### src/rtl/rgb_pkg.sv
// rgb_pkg: shared state encoding, colour bit layout and default sizing for the RGB PWM driver.
package rgb_pkg;

  localparam int DEF_PWM_W         = 4;
  localparam int DEF_FLASH_PERIODS = 4;

  typedef enum logic [1:0] {
    IDLE  = 2'd0,
    ON    = 2'd1,
    FLASH = 2'd2
  } state_t;

  // Colour vectors are packed {red, green, blue}.
  typedef logic [2:0] rgb_t;
  localparam int R_IDX = 2;
  localparam int G_IDX = 1;
  localparam int B_IDX = 0;

  function automatic rgb_t rgb_gate(input rgb_t c, input logic on);
    return on ? c : 3'b000;
  endfunction

endpackage

### src/rtl/rgb_pwm_driver_if.sv
// rgb_pwm_driver_if: control/colour inputs and LED drive outputs of the RGB PWM driver.
interface rgb_pwm_driver_if
  import rgb_pkg::*;
#(
  parameter int PWM_W = DEF_PWM_W
);

  logic             enable;
  logic             red;
  logic             green;
  logic             blue;
  logic [PWM_W-1:0] brightness;
  logic             led_r;
  logic             led_g;
  logic             led_b;
  logic             color_chg;

  modport master (
    output enable, red, green, blue, brightness,
    input  led_r, led_g, led_b, color_chg
  );

  modport slave (
    input  enable, red, green, blue, brightness,
    output led_r, led_g, led_b, color_chg
  );

endinterface

### src/rtl/sync_2ff.sv
// sync_2ff: two-stage synchronizer for inputs that carry no timing relation to clk.
module sync_2ff #(
  parameter int WIDTH = 1
) (
  input  logic             clk,
  input  logic             rst_n,
  input  logic [WIDTH-1:0] d,
  output logic [WIDTH-1:0] q
);

  logic [WIDTH-1:0] meta_q, meta_d;
  logic [WIDTH-1:0] sync_q, sync_d;

  always_comb begin
    meta_d = d;
    sync_d = meta_q;
  end

  always_ff @(posedge clk or negedge rst_n) begin
    if (!rst_n) begin
      meta_q <= '0;
      sync_q <= '0;
    end else begin
      meta_q <= meta_d;
      sync_q <= sync_d;
    end
  end

  assign q = sync_q;

endmodule

### src/rtl/rgb_pwm_driver.sv
// rgb_pwm_driver: PWM-dims a tricolor request onto an RGB LED, switching colour only at period ends.
// Build option: define RGB_FLASH_EN to show each new colour at full brightness for FLASH_PERIODS periods.
module rgb_pwm_driver
  import rgb_pkg::*;
#(
  parameter int PWM_W         = DEF_PWM_W,
  parameter int FLASH_PERIODS = DEF_FLASH_PERIODS
) (
  input logic             clk,
  input logic             rst_n,
  rgb_pwm_driver_if.slave bus
);

  localparam logic [PWM_W-1:0] CNT_MAX = '1;

  rgb_t             color_sync;
  rgb_t             color_q, color_d;
  rgb_t             led_q, led_d;
  logic             color_chg_q, color_chg_d;
  logic [PWM_W-1:0] pwm_cnt_q, pwm_cnt_d;
  state_t           state_q, state_d;
  logic             period_end;
  logic             color_diff;

`ifdef RGB_FLASH_EN
  localparam int FC_W = (FLASH_PERIODS > 1) ? $clog2(FLASH_PERIODS) : 1;
  localparam logic [FC_W-1:0] FLASH_LAST = FC_W'(FLASH_PERIODS - 1);

  logic [FC_W-1:0] flash_cnt_q, flash_cnt_d;
`endif

  sync_2ff #(
    .WIDTH(3)
  ) u_sync (
    .clk  (clk),
    .rst_n(rst_n),
    .d    ({bus.red, bus.green, bus.blue}),
    .q    (color_sync)
  );

  always_comb begin
    period_end  = (state_q != IDLE) && (pwm_cnt_q == CNT_MAX);
    color_diff  = (color_sync != color_q);
    state_d     = state_q;
    pwm_cnt_d   = pwm_cnt_q;
    color_d     = color_q;
    color_chg_d = 1'b0;
    led_d       = 3'b000;
`ifdef RGB_FLASH_EN
    flash_cnt_d = flash_cnt_q;
`endif

    // Colour is only ever swapped between periods, so each period keeps one colour.
    if (period_end) begin
      color_d     = color_sync;
      color_chg_d = color_diff;
    end

    unique case (state_q)
      IDLE: begin
        pwm_cnt_d = '0;
`ifdef RGB_FLASH_EN
        flash_cnt_d = '0;
`endif
        if (bus.enable) begin
          state_d = ON;
        end
      end
      ON: begin
        pwm_cnt_d = pwm_cnt_q + PWM_W'(1);
        led_d     = rgb_gate(color_q, pwm_cnt_q < bus.brightness);
`ifdef RGB_FLASH_EN
        if (period_end && color_diff) begin
          state_d     = FLASH;
          flash_cnt_d = '0;
        end
`endif
      end
`ifdef RGB_FLASH_EN
      FLASH: begin
        pwm_cnt_d = pwm_cnt_q + PWM_W'(1);
        led_d     = color_q;
        if (period_end) begin
          if (color_diff) begin
            flash_cnt_d = '0;
          end else if (flash_cnt_q == FLASH_LAST) begin
            state_d     = ON;
            flash_cnt_d = '0;
          end else begin
            flash_cnt_d = flash_cnt_q + FC_W'(1);
          end
        end
      end
`endif
      default: begin
        state_d = IDLE;
      end
    endcase

    // Disable wins over everything else and darkens the LED on the very next cycle.
    if (!bus.enable) begin
      state_d   = IDLE;
      pwm_cnt_d = '0;
      led_d     = 3'b000;
`ifdef RGB_FLASH_EN
      flash_cnt_d = '0;
`endif
    end
  end

  always_ff @(posedge clk or negedge rst_n) begin
    if (!rst_n) begin
      state_q     <= IDLE;
      pwm_cnt_q   <= '0;
      color_q     <= 3'b000;
      led_q       <= 3'b000;
      color_chg_q <= 1'b0;
    end else begin
      state_q     <= state_d;
      pwm_cnt_q   <= pwm_cnt_d;
      color_q     <= color_d;
      led_q       <= led_d;
      color_chg_q <= color_chg_d;
    end
  end

`ifdef RGB_FLASH_EN
  always_ff @(posedge clk or negedge rst_n) begin
    if (!rst_n) begin
      flash_cnt_q <= '0;
    end else begin
      flash_cnt_q <= flash_cnt_d;
    end
  end
`endif

  assign bus.led_r     = led_q[R_IDX];
  assign bus.led_g     = led_q[G_IDX];
  assign bus.led_b     = led_q[B_IDX];
  assign bus.color_chg = color_chg_q;

endmodule

### src/flat_wrapper.sv
// flat-port wrapper written by rule: the top's interface ports become plain ports
module rgb_pwm_driver_flat import rgb_pkg::*;
#(
  parameter int PWM_W         = DEF_PWM_W,
  parameter int FLASH_PERIODS = DEF_FLASH_PERIODS
)
  (clk, rst_n, bus_enable, bus_red, bus_green, bus_blue, bus_brightness, bus_led_r, bus_led_g, bus_led_b, bus_color_chg);
  rgb_pwm_driver_if #(.PWM_W(PWM_W)) bus_i ();
  input logic clk;
  input logic rst_n;
  input wire logic [$bits(bus_i.enable)-1:0] bus_enable;
  input wire logic [$bits(bus_i.red)-1:0] bus_red;
  input wire logic [$bits(bus_i.green)-1:0] bus_green;
  input wire logic [$bits(bus_i.blue)-1:0] bus_blue;
  input wire logic [$bits(bus_i.brightness)-1:0] bus_brightness;
  output wire logic [$bits(bus_i.led_r)-1:0] bus_led_r;
  output wire logic [$bits(bus_i.led_g)-1:0] bus_led_g;
  output wire logic [$bits(bus_i.led_b)-1:0] bus_led_b;
  output wire logic [$bits(bus_i.color_chg)-1:0] bus_color_chg;
  assign bus_i.enable = bus_enable;
  assign bus_i.red = bus_red;
  assign bus_i.green = bus_green;
  assign bus_i.blue = bus_blue;
  assign bus_i.brightness = bus_brightness;
  assign bus_led_r = bus_i.led_r;
  assign bus_led_g = bus_i.led_g;
  assign bus_led_b = bus_i.led_b;
  assign bus_color_chg = bus_i.color_chg;
  rgb_pwm_driver #(.PWM_W(PWM_W), .FLASH_PERIODS(FLASH_PERIODS)) u_core (.clk(clk), .rst_n(rst_n), .bus(bus_i));
endmodule
### config.mk
export PLATFORM = sky130hd
export DESIGN_NAME = rgb_pwm_driver_flat
export DESIGN_NICKNAME = d
export VERILOG_FILES = /design/src/rtl/rgb_pkg.sv /design/src/rtl/rgb_pwm_driver_if.sv /design/src/rtl/sync_2ff.sv /design/src/rtl/rgb_pwm_driver.sv /design/src/flat_wrapper.sv
export SDC_FILE = /design/constraint.sdc
export NUM_CORES = 1
export LEC_CHECK = 0
export ABC_AREA = 0
export BUFFER_PORTS_ARGS = -buffer_cell sky130_fd_sc_hd__buf_4
export CELL_PAD_IN_SITES_DETAIL_PLACEMENT = 2
export CELL_PAD_IN_SITES_GLOBAL_PLACEMENT = 2
export CORE_ASPECT_RATIO = 0.75
export CORE_MARGIN = 2
export CORE_UTILIZATION = 37
export DETAILED_ROUTE_END_ITERATION = 12
export GPL_ROUTABILITY_DRIVEN = 1
export GPL_TIMING_DRIVEN = 1
export PLACE_DENSITY_LB_ADDON = 0.05
export REMOVE_ABC_BUFFERS = 1
export SLEW_MARGIN = 20
export SYNTH_ARGS = -nofsm -noshare
export SYNTH_HDL_FRONTEND = slang
export SYNTH_SLANG_ARGS = --single-unit
### constraint.sdc
create_clock -name clk -period 2.9 [get_ports clk]
set_input_delay 0.58 -clock clk [delete_from_list [all_inputs] [get_ports clk]]
set_output_delay 0.58 -clock clk [all_outputs]
set_load 0.01 [all_outputs]
-- After elaboration in Yosys (flattened, before gate mapping)
Cells that the tools add are included.
W data, S select, Z words.
- register bits after elaboration: 19
- input port bits: 10
- add/subtract/negate cells: 1
- $lt $le $gt $ge: 1
- equality and inequality tests: 5
- muxes and demuxes: 8
- reduce and logical (&&, ||, !) cells: 3
- operators by type and width (operator ; number):
    $mux W3 ; 3
    $pmux W4 S2 ; 1
    $add A4 B1 Y4 const B ; 1
    $eq A4 B4 Y1 const B ; 1
    $lt A4 B4 Y1 ; 1
    $mux W4 ; 1
    $pmux W2 S2 ; 1
    $ne A3 B1 Y1 const B ; 1
    $ne A3 B3 Y1 ; 1
    $eq A2 B1 Y1 const B ; 1
    $logic_not A2 Y1 ; 1
    $mux W2 ; 1
    $ne A2 B2 Y1 const B ; 1
    $reduce_bool A2 Y1 ; 1
    $logic_and A1 B1 Y1 ; 1
    $mux W1 ; 1

-- Longest topological paths before layout
Gate-level depths: netlist of run 1.
- word-level depth: 4
- depth in mapped cells: 5
- mapped depth without buffers: 5

-- Modules after synthesis
A second synthesis of run 1 with hierarchy kept.
- cells, all modules: 52
- area, all modules: 706.9 um^2
- modules (own cells, without submodules) (module ; times used ; cells an instance ; area each (um^2)):
    rgb_pwm_driver ; 1 ; 46 ; 556.8
    sync_2ff ; 1 ; 6 ; 150.1

-- Least setup slack after synthesis of run 1
No wires, ideal clock.
- path type: input to register
- start: in bus_brightness[3]
- end: reg u_core.led_q[0]
- library setup time: 0.082 ns
- arrival: 1.367 ns
- data required time: 2.818 ns
- path slack: 1.451 ns
- cell stages on the path: 5
- buffers on the path: 0
- cells stage by stage: inv_1 -> ha_1 -> a21oi_1 -> nand4_1 -> a31oi_1
- word-level cells in the longest chain between the ends: 4
- ends and longest elaborated chain (item ; RTL line ; RTL):
    start: declaration ; flat_wrapper.sv:15 ; input wire logic [$bits(bus_i.brightness)-1:0] bus_brightness;
    $lt A4 B4 Y1 ; rgb_pwm_driver.sv:71 ; led_d = rgb_gate(color_q, pwm_cnt_q < bus.brightness);
    $mux W3 ; rgb_pkg.sv:20 ; return on ? c : 3'b000;
    $mux W3 ; rgb_pwm_driver.sv:59 ; unique case (state_q)
    $mux W3 ; rgb_pwm_driver.sv:101 ; if (!bus.enable) begin
    named net u_core.led_d[0] ; rgb_pwm_driver.sv:18 ; rgb_t led_q, led_d;
    end signal: assignment ; rgb_pwm_driver.sv:122 ; led_q <= led_d;
    end: declaration ; rgb_pwm_driver.sv:18 ;
The timed path passes the listed nets, and every way through them passes these cells.
A chain may end at the register's enable or synchronous reset.

-- Final worst setup path of run 1
- start: reg u_core.pwm_cnt_q[3]
- end: reg u_core.led_q[2]
- word-level cells in the longest chain between the ends: 4
- ends and longest elaborated chain (item ; RTL line ; RTL):
    start: declaration ; rgb_pwm_driver.sv:20 ; logic [PWM_W-1:0] pwm_cnt_q, pwm_cnt_d;
    start signal: assignment ; rgb_pwm_driver.sv:120 ; pwm_cnt_q <= pwm_cnt_d;
    $lt A4 B4 Y1 ; rgb_pwm_driver.sv:71 ;
    $mux W3 ; rgb_pkg.sv:20 ;
    $mux W3 ; rgb_pwm_driver.sv:59 ;
    $mux W3 ; rgb_pwm_driver.sv:101 ;
    named net u_core.led_d[2] ; rgb_pwm_driver.sv:18 ;
The timed path passes the listed nets, and every way through them passes these cells.

==> impl_metrics.tcl, run 1 <==
set metrics [dict create \
    nNetsFinal 82 \
    p_leak_nw 0.445 \
    start_util_pct 39.6 \
    antenna_found_initial 0 \
    pin_count 14 \
    syn_inst 51 \
    viasPerCell 5.06 \
    grt_pass1_wl_mm 2.12 \
    core_um2 1760 \
    grt.busiest_layer "met2" \
    avgSynthCellArea_um2 13.6 \
    diodes 0 \
    place.gp.congestion 0.731 \
    vias 450 \
    setup_violations 0 \
    ys_warn_count 0 \
    yosysSeqAreaShare_pct 64.7 \
    cp-start-kind "flop" \
    p_total_uw 444 \
    fin_skew_ns 0.00230 \
    dieArea_um2 2250 \
    cp_max_fo 4 \
    hp-class "in -> async" \
    hold_viol 0 \
    drv_cap 0 \
    insertion_delay_ns 0.30 \
    grt_max_degree 19 \
    outcome "completed" \
    max_freq_mhz 712 \
    clkTransAtPathRegs_ns 0.10 \
    clockBufferDepth 2 \
    io_buffers 13 \
    ys.flop_type "dfrtp_1" \
    first_global_vias 474 \
    synth_top_area_cell "dfrtp_1" \
    dieHeight_um 41.6 \
    synth_edf_count 0 \
    drc_errors 0 \
    worst_slew_pin_slew_ns 0.244 \
    ant_nets 0 \
    cts_setup_buffers 0 \
    drive_gt1_share_pct 32.8 \
    maxSlewHeadroom_pct 83.7 \
    htreeDepth 1 \
    routed_wl_mm 1.28 \
    yosysMostFrequentCell "dfrtp_1" \
    initialDrtViolationCount 2 \
    cts_resized 0 \
    cp.arrival_ns 1.63 \
    gr-usage-met1_pct 17.4 \
    irDropWorstVdd_mv 0.342 \
    die_x_um 54.1 \
    cts_tree "yes" \
    numCtsBuffers 3 \
    grt_setup_unrepaired "no" \
    synthTopCellsByArea "dfrtp_1 (65%), ha_1 (7.2%), xnor2_1 (5.0%), mux2_2 (4.9%), a31oi_1 (3.6%)" \
    synth_cell_type_count 17 \
    cts.root.buffer_cell "clkbuf_4" \
    regToRegStartpoint "u_core.pwm_cnt_q[3]" \
    hold_buffers 0 \
    grt.met2_usage_pct 20.2 \
    grt_remaining_overflow 0 \
    global_route.usage.met3_pct 8.63 \
    end_kind "flop" \
    required_ns 3.13 \
    power.density_nw_per_um2 520 \
    final_max_slew_viol_count 0 \
    cts_num_sinks 18 \
    syn2layout_area_growth_pct 22.7 \
    fin_crit_sh_pct 48.4 \
    synthTopCellsByCount "dfrtp_1 (18), a31oi_1 (4), ha_1 (4), xnor2_1 (4)" \
    synth_top_area_share_pct 64.7 \
    finalSetupTns_ns 0 \
    grtUsageTotal_pct 14.3 \
    fin_crit_ns 1.40 \
    worstSetupStartpoint "u_core.pwm_cnt_q[3]" \
    firstDrtPassIters 2 \
    ys_async_sr_fraction_pct 100 \
    critical_path_class "reg -> reg" \
    dpl.hpwl_mm 1.00 \
    synth_seq_cells 18 \
    fp-row-count 13 \
    routedWlPerCell_um 14.4 \
    netlist_area_um2 696 \
]
-- power breakdown --
group / total [mW] / internal [mW] / switching, mW
registers: 0.262 / 0.257 / 0.00469
logic: 0.0260 / 0.0131 / 0.0129
clock network: 0.156 / 0.0767 / 0.0792
-- layout make-up --
cell class              instances  area (µm²)
repair buffers                 13        97.6
inverters                       3        11.3
clock buffers                   4        36.3
fillers                       177         903
flip-flops and latches         18         450
multi-input cells              29         230
well taps                      22        27.5
-- worst max-delay path: stages, from the launching register on --
cell and delay (ns):
dfrtp_1 0.44, ha_1 0.34, a21oi_1 0.26, nand4_1 0.14, a31oi_1 0.15
-- path summary, 6_finish.rpt --
path                                            to  slack [ns]  cells past startpoint
max                                u_core.led_q[2]        1.50                      4
min                                u_core.led_q[0]        0.12                      1
max reg2reg                        u_core.led_q[2]        1.50                      4
min reg2reg                     u_core.u_sync.q[0]        0.36                      0
max in group asynchronous  u_core.u_sync.meta_q[0]        2.59                      1
min in group clk                u_core.u_sync.q[0]        0.36                      0
-- through the flow --
step / util, % / instance area, µm² / hold slack [ns] / setup WS, ns / cells
final: 48.6 / 853 / 0.124 / 1.50 / 89
after global routing: 48.6 / 853 / 0.107 / 1.37 / 89
after CTS: 48.6 / 853 / 0.123 / 1.49 / 89
after detailed placement: 46.5 / 817 / 0.343 / 1.24 / 85
after global placement: 46.5 / 817 / 0.333 / 1.28 / 85
after floorplan: - / 692 / 0.284 / 1.45 / 50
-- flip-flops by register name, indices dropped and copies added (netlist names) --
signal and flops:
u_core.led_q 3, u_core.u_sync.q 3, u_core.u_sync.meta_q 3, u_core.color_q 3
u_core.state_q 1, u_core.pwm_cnt_q 4, u_core.bus.color_chg 1
-- kinds of logic after synthesis --
kind of cell,synth area share [%]
buffers and inverters,2.16
and+or+nand+nor,9.35
muxes,4.86
adders and majority gates,7.19
xor gates and xnor gates,6.29
DFF,64.7
AOI/OAI and AO/OA,5.39
-- metal layers --
layer,vias to the layer above,share of wire (%)
met1,224,46
met4,0,1.6
met2,13,45
met3,5,7.1
met5,-,0
li1,208,-
-- cell usage in the layout, fill, tap and decap left out --
master,instances
clkbuf_4,3
nand2_1,1
xor2_1,1
nand2b_1,1
nand3_1,1
nor2_1,3
nand4_2,1
inv_1,3
mux2_2,3
buf_4,13
xnor2_1,4
clkbuf_8,1
a21oi_1,1
and3_2,1
a31oi_1,4
ha_1,4
nand4_1,3
dfrtp_1,18
a21o_1,1
No activity file was read; power rests on OpenSTA's default activity.
==> run 2, diff against run 1 <==
Settings changed: CORE_UTILIZATION 37 to 34.
Clock period 2.9 ns to 1.35 ns, I/O delays scaled along.
==> impl_metrics.tcl, run 2 (synthesis gave the netlist of run 1 again) <==
set metrics [dict create \
    cp.arrival_ns 1.49 \
    setup_violations 0 \
    final_common_cell "dfrtp_1" \
    drv_cap 0 \
    path_cells "buf_4 > buf_4 > nand4_2 > mux2_2" \
    fp-row-count 14 \
    firstDrtPassIters 2 \
    max_freq_mhz 766 \
    reg2reg_to "u_core.color_q[1]" \
    clockBufferDepth 2 \
    cp.depth 4 \
    place.gp.congestion 0.779 \
    largest_register_ffs 4 \
    initialDrtViolationCount 4 \
    core_um2 1960 \
    maxSlewHeadroom_pct 84.7 \
    combPwrFrac_pct 6.6 \
    outcome "completed" \
    first_global_vias 519 \
    insertion_delay_ns 0.29 \
    r2r_cells 4 \
    io_buffers 13 \
    hp-start "bus_blue" \
    internal-power_uw 749 \
    clkPwrFrac_pct 34.3 \
    critical_path_class "reg -> reg" \
    fillCellCount 206 \
    viasPerCell 4.96 \
    dieHeight_um 43.2 \
    start_util_pct 35.5 \
    cpPeakStageDelay_ns 0.43 \
    dpl.hpwl_mm 1.03 \
    p_total_uw 952 \
    cp_top_family "flip-flops" \
    min_path_cells 1 \
    ff2ff_setup_slack_ns 0.04 \
    diodes 0 \
    seqPwrFrac_pct 59.0 \
    mostFrequentLayoutCells "dfrtp_1 (18), buf_4 (16), a31oi_1 (4), xnor2_1 (4)" \
    cp_num_buf_inv 2 \
    multi_input_area_um2 246 \
    drive_gt1_share_pct 38.0 \
    htreeDepth 1 \
    min_to "u_core.u_sync.meta_q[0]" \
    switchingPower_uw 203 \
    regToRegStartpoint "u_core.pwm_cnt_q[3]" \
    fin_crit_sh_pct 96.8 \
    syn2layout_area_growth_pct 30.0 \
    power_switching_share_pct 21.3 \
    die_x_um 56.2 \
    regMostFlops "u_core.pwm_cnt_q" \
    routedWlPerCell_um 14.6 \
    required_ns 1.54 \
    irDropWorstVdd_mv 0.614 \
    drc_errors 0 \
    cts_num_sinks 18 \
    end_kind "flop" \
    cts.root.buffer_cell "clkbuf_4" \
    ant_nets 0 \
    pin_count 14 \
    hold_viol 0 \
    final_max_slew_viol_count 0 \
    hp-class "in -> reg" \
    cts_tree "yes" \
    antenna_found_initial 0 \
    routed_wl_mm 1.39 \
    worst_slew_pin_slew_ns 0.229 \
    power.density_nw_per_um2 1050 \
    dieArea_um2 2430 \
    cp_max_fo 4 \
    seq_area_um2 450 \
    nNetsFinal 86 \
    fin_crit_ns 1.31 \
    grt_max_degree 19 \
    grt_pass1_wl_mm 2.27 \
    critPathMostFrequentCell "buf_4" \
    grt_remaining_overflow 0 \
    numCtsBuffers 3 \
    utilization_pct 46.1 \
    p_leak_nw 0.465 \
    slowest_stage "dfrtp_1" \
    clkTransAtPathRegs_ns 0.10 \
    fin_skew_ns 0.00442 \
    finalSetupTns_ns 0 \
    vias 471 \
    cp-start-kind "flop" \
    grtUsageTotal_pct 12.8 \
]
==> run 2: per-stage QoR <==
stage	setup slack [ns]	area (µm²)	hold WS (ns)	std cells
5_1_grt	-0.0116	905	0.0541	95
3_3_place_gp	0.0862	835	0.155	89
3_5_place_dp	-0.00374	835	0.149	89
2_1_floorplan	0.115	692	-0.0256	50
6_report	0.0439	905	0.0783	95
4_1_cts	0.0461	885	0.0667	94
==> run 2: layout make-up <==
class / count / share of cell area [%]
clock buffers: 4 / 4.01
inverters: 3 / 1.24
repair buffers: 17 / 14.4
flip-flops and latches: 18 / 49.8
well taps: 24 / 3.32
multi-input cells: 29 / 27.2
==> run 2: power groups by stage <==
stage,logic [mW],clock network (mW),registers (mW)
6_report,0.0631,0.327,0.562
4_1_cts,0.0635,0.341,0.562
3_5_place_dp,0.0602,0,0.573
2_1_floorplan,0.0200,0,0.570
3_3_place_gp,0.0581,0,0.573
5_1_grt,0.0715,0.369,0.565
==> run 2: timing repair <==
| item | in CTS | in global routing |
|---|---|---|
| buffers inserted | 0 | 1 |
| pin swaps | 0 | 1 |
| setup endpoints to repair | 1 | 1 |
| gates resized for setup | 1 | 1 |
| endpoints found under the hold margin | 18 | 0 |
| hold buffers | 1 | 0 |
==> run 2: how the worst max path moves through the flow <==
stage / startpoint / end / slack [ns]
5_1_grt: u_core.pwm_cnt_q[3] / u_core.color_q[2] / -0.01
4_1_cts: u_core.pwm_cnt_q[3] / u_core.led_q[2] / 0.05
2_1_floorplan: u_core.pwm_cnt_q[3] / u_core.led_q[0] / 0.12
3_3_place_gp: bus_brightness[3] / u_core.led_q[2] / 0.09
6_report: u_core.pwm_cnt_q[3] / u_core.color_q[1] / 0.04
3_5_place_dp: bus_brightness[3] / u_core.led_q[2] / -0.004
==> run 2: worst reg2reg max path, cell delays in order (launching register included) <==
cell     delay [ns]
dfrtp_1        0.43
buf_4          0.15
buf_4          0.13
nand4_2        0.13
mux2_2         0.35
==> run 2: per-layer routing <==
layer	track usage [%]	vias to the layer above	share of wire, %
li1	-	217	-
met1	15.1	240	42
met4	1.43	0	0
met5	0	-	0
met3	6.40	0	6.1
met2	21.9	14	51
